==> src/rtl/btn_pulse.sv <==
`default_nettype none
// ============================================================================
// Module   : btn_pulse
// Purpose  : Synchronise and debounce a push-button; emit a press pulse plus
//            optional auto-repeat pulses while the button stays held.
// Revision : 1.0
// ============================================================================
module btn_pulse #(
   parameter int DEBOUNCE_CYCLES = 1000000,
   parameter int REPEAT_DELAY    = 25000000,
   parameter int REPEAT_RATE     = 5000000,
   parameter int REPEAT_EN       = 1
) (
   input  logic clk,
   input  logic rst,
   input  logic btn_in,
   output logic pulse_out,
   output logic level_out,
   output logic held_out
);

   localparam logic [25:0] C_DB_LAST    = 26'(DEBOUNCE_CYCLES - 1);
   localparam logic [25:0] C_DELAY_LAST = 26'(REPEAT_DELAY - 1);
   localparam logic [25:0] C_RATE_LAST  = 26'(REPEAT_RATE - 1);
   localparam logic        C_RPT_ON     = (REPEAT_EN != 0);

   typedef enum logic [1:0] {
      ST_IDLE   = 2'd0,
      ST_HOLD   = 2'd1,
      ST_REPEAT = 2'd2
   } state_t;

   logic        sync1_q;
   logic        sync2_q;
   logic [25:0] db_cnt_q;
   logic [25:0] db_cnt_d;
   logic        level_q;
   logic        level_d;
   logic        mismatch;
   logic        db_done;
   logic        rise;
   logic        fall;

   state_t      state_q;
   logic [25:0] rpt_cnt_q;
   logic        pulse_q;
   logic        held_q;

   always_ff @(posedge clk) begin
      if (rst) begin
         sync1_q <= 1'b0;
         sync2_q <= 1'b0;
      end else begin
         sync1_q <= btn_in;
         sync2_q <= sync1_q;
      end
   end

   // Level accepts a change only after DEBOUNCE_CYCLES consecutive mismatches.
   always_comb begin
      mismatch = (sync2_q != level_q);
      db_done  = mismatch && (db_cnt_q == C_DB_LAST);
      rise     = db_done && !level_q;
      fall     = db_done && level_q;
      level_d  = level_q ^ db_done;
      if (!mismatch || db_done) begin
         db_cnt_d = '0;
      end else begin
         db_cnt_d = db_cnt_q + 26'd1;
      end
   end

   always_ff @(posedge clk) begin
      if (rst) begin
         db_cnt_q <= '0;
         level_q  <= 1'b0;
      end else begin
         db_cnt_q <= db_cnt_d;
         level_q  <= level_d;
      end
   end

   // Release has priority over any repeat terminal count in the same cycle.
   always_ff @(posedge clk) begin
      if (rst) begin
         state_q   <= ST_IDLE;
         rpt_cnt_q <= '0;
         pulse_q   <= 1'b0;
         held_q    <= 1'b0;
      end else begin
         pulse_q <= 1'b0;
         if (fall) begin
            state_q   <= ST_IDLE;
            rpt_cnt_q <= '0;
            held_q    <= 1'b0;
         end else begin
            case (state_q)
               ST_IDLE: begin
                  if (rise) begin
                     pulse_q   <= 1'b1;
                     state_q   <= ST_HOLD;
                     rpt_cnt_q <= '0;
                  end
               end
               ST_HOLD: begin
                  if (C_RPT_ON) begin
                     if (rpt_cnt_q == C_DELAY_LAST) begin
                        pulse_q   <= 1'b1;
                        held_q    <= 1'b1;
                        state_q   <= ST_REPEAT;
                        rpt_cnt_q <= '0;
                     end else begin
                        rpt_cnt_q <= rpt_cnt_q + 26'd1;
                     end
                  end
               end
               ST_REPEAT: begin
                  if (rpt_cnt_q == C_RATE_LAST) begin
                     pulse_q   <= 1'b1;
                     rpt_cnt_q <= '0;
                  end else begin
                     rpt_cnt_q <= rpt_cnt_q + 26'd1;
                  end
               end
               default: begin
                  state_q   <= ST_IDLE;
                  rpt_cnt_q <= '0;
                  held_q    <= 1'b0;
               end
            endcase
         end
      end
   end

   assign pulse_out = pulse_q;
   assign level_out = level_q;
   assign held_out  = held_q;

endmodule
`default_nettype wire

==> config.mk <==
export PLATFORM = sky130hd
export DESIGN_NAME = btn_pulse
export DESIGN_NICKNAME = d
export VERILOG_FILES = /design/src/rtl/btn_pulse.sv
export SDC_FILE = /design/constraint.sdc
export NUM_CORES = 1
export LEC_CHECK = 0
export CAP_MARGIN = 20
export CORE_ASPECT_RATIO = 1.5
export CORE_MARGIN = 8
export CORE_UTILIZATION = 40
export DETAILED_ROUTE_END_ITERATION = 16
export GPL_TIMING_DRIVEN = 1
export RECOVER_POWER = 50
export SLEW_MARGIN = 20
export SYNTH_ARGS = -nofsm -noshare
export SYNTH_HDL_FRONTEND = slang
export SYNTH_SLANG_ARGS = --single-unit
==> constraint.sdc <==
create_clock -name clk -period 2.55 [get_ports clk]
set_clock_uncertainty 0.15 [all_clocks]
set_input_delay 0.6375 -clock clk [delete_from_list [all_inputs] [get_ports clk]]
set_output_delay 0.6375 -clock clk [all_outputs]
set_load 0.03 [all_outputs]
==> results of run 1 <==
[metal layers]
metal | part of all wire | up-vias
li1 | - | 1394
met1 | 0.44 | 1253
met2 | 0.49 | 65
met3 | 0.048 | 11
met4 | 0.018 | 0
met5 | 0 | -
[worst max-delay path, delay by kind of cell (launching register included)]
family	cells	cell delay [ns]
flip-flops	1	0.39
AND/OR/NAND/NOR	3	0.65
AO/OA/AOI/OAI	3	1.17
[stage by stage]
step | hold WS, ns | setup slack [ns] | cell area, um^2 | instances | utilization
after floorplan | 0.264 | 0.192 | 3040 | 356 | -
after global placement | 0.291 | -0.233 | 3440 | 488 | 0.458
after detailed placement | 0.274 | -0.281 | 3440 | 488 | 0.458
after CTS | 0.285 | 0.0289 | 3740 | 503 | 0.498
after global routing | 0.304 | -0.0353 | 3830 | 506 | 0.510
final | 0.282 | 0.0959 | 3830 | 506 | 0.510
[state kept, by name, summed over array words and instances (netlist names), named ones only]
register / count
db_cnt_q: 26
rpt_cnt_q: 26
state_q: 2
held_out: 1
pulse_out: 1
sync1_q: 1
sync2_q: 1
[layout make-up]
| cell class | count | area share |
|---|---|---|
| tap | 102 | 0.0333 |
| sequential | 59 | 0.309 |
| multi-input combinational | 277 | 0.480 |
| clock inverter | 2 | 0.00915 |
| clock buffer | 13 | 0.0680 |
| inverter | 10 | 0.00980 |
| timing repair buffer | 43 | 0.0908 |
[synthesized netlist by cell type, types with 2 or more instances]
library cell	number
dfxtp_1	59
nor2_1	47
nand3_1	35
nand2_1	32
xnor2_1	20
nor3_1	19
nand4_1	13
inv_1	10
xor2_1	8
o311ai_1	7
a21oi_1	6
buf_2	6
ha_1	6
o31ai_1	6
or3_1	6
nor4b_1	5
o21a_1	5
a221o_1	4
a22oi_1	4
and3_1	4
and4_1	3
clkbuf_1	3
nor2b_1	3
nor4_1	3
a31oi_1	2
and3_2	2
mux2i_1	2
nor3b_1	2
nor4b_2	2
o21ai_0	2
o21ai_1	2
o311ai_0	2
[timing repair]
item | 4_1_cts | 5_1_grt
gates resized for setup | 1 | 16
setup endpoints to repair | 12 | 11
cloned | 0 | 0
pin swaps | 2 | 6
setup buffers | 0 | 3
[kinds of logic (layout without fill, tap and decap cells)]
| family | count (synthesis) | in the layout |
|---|---|---|
| multiplexers | 2 | 2 |
| flip-flops | 59 | 59 |
| buffers and inverters | 20 | 68 |
| AND/OR/NAND/NOR | 188 | 188 |
| adder cells (fa/ha/maj) | 6 | 6 |
| XOR/XNOR | 28 | 28 |
| AO/OA/AOI/OAI | 53 | 53 |
[where the power goes]
part           internal, mW  leakage [nW]  switching (mW)
combinational        0.0127         0.586          0.0202
sequential            0.926         0.477         0.00101
clock                 0.801         0.146           0.393
[worst paths after layout]
check	startpoint	endpoint	cells past startpoint
max	db_cnt_q[9]	rpt_cnt_q[20]	6
max reg2reg	db_cnt_q[9]	rpt_cnt_q[20]	6
min reg2reg	sync1_q	sync2_q	1
min	sync1_q	sync2_q	1
==> flow_summary.rst, run 1 <==
.. list-table::
   :header-rows: 1

   * - Metric
     - Value
   * - Critical Setup Path Class
     - flop to flop
   * - Required time reported for the critical path endpoint
     - 2.63 ns
   * - Rows
     - 39
   * - Antenna Nets Post-Route
     - 0
   * - Power density over the cells
     - 562 mW/mm^2
   * - Detailed Place HPWL
     - 5240 um
   * - Commonest register cell after synthesis
     - dfxtp_1
   * - Adder-cell area share of the yosys netlist
     - 0.0247
   * - Met2 track demand over resource in global routing
     - 0.240
   * - WL/cell
     - 14.4 um
   * - Critical path data arrival time
     - 2.53 ns
   * - Area of the die
     - 0.0107 mm^2
   * - Net count after synthesis
     - 365
   * - FF+latch count, synth
     - 59
   * - Grt total ovfl
     - 0
   * - Number of remaining DRC errors
     - 0
   * - Clock-pin slew on the worst setup and hold paths
     - 0.05 ns
   * - First DRT Iteration DRCs
     - 138
   * - Synth-to-Final Area Change
     - 26.0%
   * - Post-synthesis instance area
     - 0.00304 mm^2
   * - Clock latency of the later-clocked register in the worst-skew pair
     - 0.32 ns
   * - Min Clock Period, post-route
     - 2.45 ns
   * - H-tree Lvls
     - 3
   * - Vias
     - 2,723
   * - Max Fclk
     - 0.407 GHz
   * - Post-synthesis xor/xnor area fraction
     - 0.0807
   * - Most frequent standard cell in the layout excluding fill and tap cells
     - dfxtp_1
   * - Layout cells sized above 1
     - 0.191
   * - Initial Util
     - 0.404
   * - Fraction of synthesized area in multiplexers
     - 0.00659
   * - Max FO, Critical Path
     - 7
   * - Dominant combinational cell family by area after synthesis
     - simple AND/OR/NAND/NOR gates
   * - Kind of path behind the tightest hold check
     - flop to flop
   * - Via count normalized by instance count
     - 5.38
   * - Element type at the critical path start
     - flop
   * - Root Buffer
     - clkbuf_16
   * - Max-Slew Margin vs Limit
     - 0.559
   * - Number of filler instances in the final layout
     - 745
   * - Max Slew Vio Count
     - 0
   * - CORE AREA
     - 0.00751 mm^2
   * - TritonCTS clock tree
     - done
   * - Area occupied by multi-input gates
     - 0.00184 mm^2
   * - Setup violators final
     - 0
   * - Maximum clock path buffer count
     - 2
   * - Routability congestion estimate from global placement
     - 0.828
   * - Sequential fraction of the synthesis area
     - 0.389
   * - Biggest area contributors in the synthesized netlist
     - dfxtp_1 39%, nor2_1 5.8%, nand3_1 5.8%, xnor2_1 5.8%, nand2_1 4.0%
   * - Final Routed Wirelength
     - 7280 um
   * - Inserted Clock Buffers
     - 9
   * - Global router's overall resource usage
     - 0.145
   * - Sequential cell area
     - 0.00118 mm^2
   * - Sum of internal, switching and leakage power
     - 2.15 mW
   * - Transition at the pin with the smallest max-transition slack
     - 0.661 ns
   * - Leading cell types in the layout, fill and taps excluded
     - 56 x dfxtp_1, 46 x nor2_1, 35 x buf_4
   * - Setup slack of the most critical reg-to-reg path
     - 0.1 ns
   * - Static leakage power
     - 1.21 nW
   * - Synth unique cells
     - 58
   * - Post-synthesis compound-gate area fraction
     - 0.146
   * - Number of antenna repair diodes
     - 0
   * - Final total negative setup slack
     - 0 ns
   * - CTS Hold Buffers Added
     - 0
   * - Fraction of registers with async set/reset
     - 0
   * - Vias in the first global route
     - 2,601
   * - Peak VDD IR
     - 0.364 mV
   * - Maximum number of pins on one net before global-route repair
     - 27
   * - Max-Cap Viols
     - 0
   * - GR Layer Usage met3
     - 0.0362
   * - Number of ports placed on the die boundary
     - 6
   * - M1 GR Usage
     - 0.172
   * - Gate count of the mapped netlist
     - 356
   * - Final nets
     - 409
   * - Final number of hold-violating endpoints
     - 0
   * - Chip height
     - 123 um
   * - Dominant cell type by area after synthesis
     - dfxtp_1
   * - Antenna violations before repair
     - 0
   * - Syn Area/Cell
     - 8.54 um^2
   * - Worst-path cell chain
     - nor4b_4 > nand4_1 > o41a_4 > a2111oi_4 > nand2_2 > o31ai_1
   * - Post-synth top area share
     - 0.389
   * - Router iterations before antenna repair
     - 5
   * - Synthesis Warnings
     - 0
   * - Post-route fraction of the period consumed by the critical path
     - 0.962
   * - Outcome
     - completed
   * - Worst path max stage delay
     - 0.59 ns
   * - Critical Path Sink Type
     - flop
   * - Quantity of I/O buffers inserted on ports
     - 5
   * - Layer with the highest usage
     - met2
   * - Simple-Gate Fraction of Synth Area
     - 0.325
   * - Worst path slowest cell
     - o41a_4
   * - TritonCTS sink count
     - 59
   * - Number of flops mapped to enable cells by yosys
     - 0
   * - Wire length of the first global-routing pass
     - 12,100 um
   * - Die X
     - 87.2 um
Power figures use the tool's default switching activity.
==> run 2: changes to the inputs <==
CORE_UTILIZATION = 45   (was 40)
PLACE_DENSITY_LB_ADDON = 0.05   (was unset)
==> run 2 against run 1 <==
Effect of this change: sequential power about the same; global-route usage grew 1.5 points; non-clock buffer count fell by 7; critical path depth stayed put; sequential share of layout area increased by 2.3 points; largest cell class unchanged; highest routed layer unchanged.
==> flow_summary.rst, run 2 (same netlist as run 1, synthesis figures left out) <==
.. list-table::
   :header-rows: 1

   * - Metric
     - Value
   * - Outcome
     - completed
   * - Inserted Clock Buffers
     - 9 (unchanged)
   * - Final design instance area without fill
     - 0.00356 mm^2 (-7.2%)
   * - Post-route fraction of the period consumed by the critical path
     - 0.969 (+0.00687)
   * - Required time reported for the critical path endpoint
     - 2.66 ns (+0.03 ns)
   * - Sum of internal, switching and leakage power
     - 1.73 mW (-20%)
   * - Critical register-to-register path startpoint
     - db_cnt_q[14]
   * - Antenna Nets Post-Route
     - 0 (unchanged)
   * - Wire length of the first global-routing pass
     - 12,400 um (+2.6%)
   * - Detailed Place HPWL
     - 5460 um (+4.2%)
   * - Worst reg2reg path depth
     - 6 (unchanged)
   * - Max Fclk
     - 0.405 GHz (-0.71%)
   * - R2R Path End
     - rpt_cnt_q[20]
   * - H-tree Lvls
     - 3 (unchanged)
   * - Power density over the cells
     - 486 mW/mm^2 (-14%)
   * - Critical Setup Path Class
     - flop to flop
   * - Number of ports placed on the die boundary
     - 6 (unchanged)
   * - Static leakage power
     - 1.11 nW (-8.2%)
   * - Setup slack of the most critical reg-to-reg path
     - 0.08 ns (-0.02 ns)
   * - CORE AREA
     - 0.00653 mm^2 (-13%)
   * - Kind of path behind the tightest hold check
     - flop to flop
   * - Max Slew Vio Count
     - 0 (unchanged)
   * - Clock latency of the later-clocked register in the worst-skew pair
     - 0.35 ns (+0.03 ns)
   * - Setup repair after global routing missed its margin
     - no
   * - Transition at the pin with the smallest max-transition slack
     - 0.486 ns (-0.175 ns)
   * - Worst slack on hold paths
     - 0.303 ns (+0.0214 ns)
   * - CTS Hold Buffers Added
     - 0 (unchanged)
   * - Antenna violations before repair
     - 0 (unchanged)
   * - Critical path data arrival time
     - 2.58 ns (+0.05 ns)
   * - Peak VDD IR
     - 0.336 mV (-7.8%)
   * - Maximum clock path buffer count
     - 2 (unchanged)
   * - Via count normalized by instance count
     - 5.65 (+5.0%)
   * - Number of buffers inserted by post-CTS setup repair
     - 0 (unchanged)
   * - Chip height
     - 117 um (-5.0%)
   * - Synth-to-Final Area Change
     - 17.0%
   * - TritonCTS clock tree
     - done
   * - Final nets
     - 402 (-1.7%)
   * - Number of stages on the worst hold path
     - 1 (unchanged)
   * - First DRT Iteration DRCs
     - 99 (-28%)
   * - Layout cells sized above 1
     - 0.141 (-0.0499)
   * - Number of antenna repair diodes
     - 0 (unchanged)
   * - Area of placed instances
     - 0.00339 mm^2 (-1.5%)
   * - Worst path slowest cell
     - o41a_4
   * - Max FO, Critical Path
     - 8 (+1)
   * - WL/cell
     - 15.7 um (+9.1%)
   * - Min-Delay Startpoint
     - sync1_q
   * - Element type at the critical path start
     - flop
   * - Smallest setup slack after layout
     - 0.0784 ns (-0.0175 ns)
   * - Setup WS pre-CTS
     - 0.0692 ns (+0.350 ns)
   * - Final number of hold-violating endpoints
     - 0 (unchanged)
   * - Number of remaining DRC errors
     - 0 (unchanged)
   * - Max-Slew Margin vs Limit
     - 0.672 (+0.113)
   * - Global router's overall resource usage
     - 0.160 (+0.0155)
   * - TritonCTS sink count
     - 59 (unchanged)
   * - Setup violators final
     - 0 (unchanged)
   * - Final total negative setup slack
     - 0 ns (unchanged)
   * - Biggest regs
     - db_cnt_q: 26 flops, rpt_cnt_q: 26 flops, state_q: 2 flops
   * - Most frequent standard cell in the layout excluding fill and tap cells
     - dfxtp_1
   * - Vias
     - 2,678 (-1.7%)
   * - Die X
     - 83.1 um (-4.7%)
   * - Worst-path cell chain
     - nor4b_2 > nand4_1 > o41a_4 > a2111oi_4 > nand2_2 > o31ai_2
   * - Grt total ovfl
     - 0 (unchanged)
   * - Routability congestion estimate from global placement
     - 0.821 (-0.87%)
   * - Quantity of I/O buffers inserted on ports
     - 5 (unchanged)
   * - Vias in the first global route
     - 2,611 (+0.38%)
   * - Worst path max stage delay
     - 0.59 ns (about the same)
   * - Final Routed Wirelength
     - 7440 um (+2.2%)
   * - Min Clock Period, post-route
     - 2.47 ns (+0.0175 ns)
   * - Clock-pin slew on the worst setup and hold paths
     - 0.06 ns (about the same)
   * - Worst Hold End
     - sync2_q
   * - Maximum number of pins on one net before global-route repair
     - 21 (-22%)
   * - Router iterations before antenna repair
     - 4 (-1)
   * - Rows
     - 36 (-7.7%)
   * - Leading cell types in the layout, fill and taps excluded
     - 59 x dfxtp_1, 47 x nor2_1, 35 x nand3_1
   * - Root Buffer
     - clkbuf_8
   * - Max-Cap Viols
     - 0 (unchanged)
   * - Critical Path Sink Type
     - flop
   * - Area of the die
     - 0.00969 mm^2 (-9.4%)
   * - Initial Util
     - 0.465 (+0.0609)
==> run 2: worst max-delay path by stage <==
stage            startpoint            end  slack [ns]  depth (start not counted)
2_1_floorplan          flop  rpt_cnt_q[15]        0.19                          6
4_1_cts                flop  rpt_cnt_q[20]        0.03                          6
3_3_place_gp            rst  rpt_cnt_q[18]        0.12                          6
3_5_place_dp    db_cnt_q[1]  rpt_cnt_q[18]        0.07                          7
6_report       db_cnt_q[14]  rpt_cnt_q[20]        0.08                          6
5_1_grt        db_cnt_q[14]  rpt_cnt_q[24]        0.01                          6
==> run 2: power by group <==
part	switching, mW	leakage, nW	internal [mW]	total, mW
clock network	0.366	0.0905	0.403	0.769
logic	0.0201	0.544	0.0147	0.0348
registers	0.000785	0.475	0.923	0.924
total	0.387	1.11	1.34	1.73
==> run 2: metrics by stage <==
stage                     instances   util
after global routing            474  0.544
after floorplan                 356      -
after CTS                       474  0.546
after global placement          458  0.520
after detailed placement        458  0.520
final                           474  0.544
==> run 2: final cells by class <==
type                            instances  area [um^2]
Tap cell                               76         95.1
Sequential cell                        59         1180
Timing Repair Buffer                   36          293
Clock inverter                          2         10.0
Inverter                               10         37.5
Multi-Input combinational cell        277         1780
Clock buffer                           14          163
Fill cell                             621         2980
==> run 2: per-layer routing <==
layer	share of wire	track usage	wire length, um	up-vias
li1	-	-	-	1375
met5	0	0	0	-
met1	0.42	0.159	3100	1247
met2	0.53	0.302	3970	43
met3	0.022	0.0258	166	13
met4	0.028	0.107	209	0
==> run 2: worst max-delay path, delay by kind of cell, from the launching register on <==
kind / cells / cell delay [ns]
simple gates: 3 / 0.68
flops: 1 / 0.41
compound gates: 3 / 1.13
==> run 2: repair_timing <==
item / CTS / global route
hold endpoints to repair: 0 / 0
setup endpoints to repair: 1 / 2
pin swaps: 1 / 2
resized for setup: 0 / 1
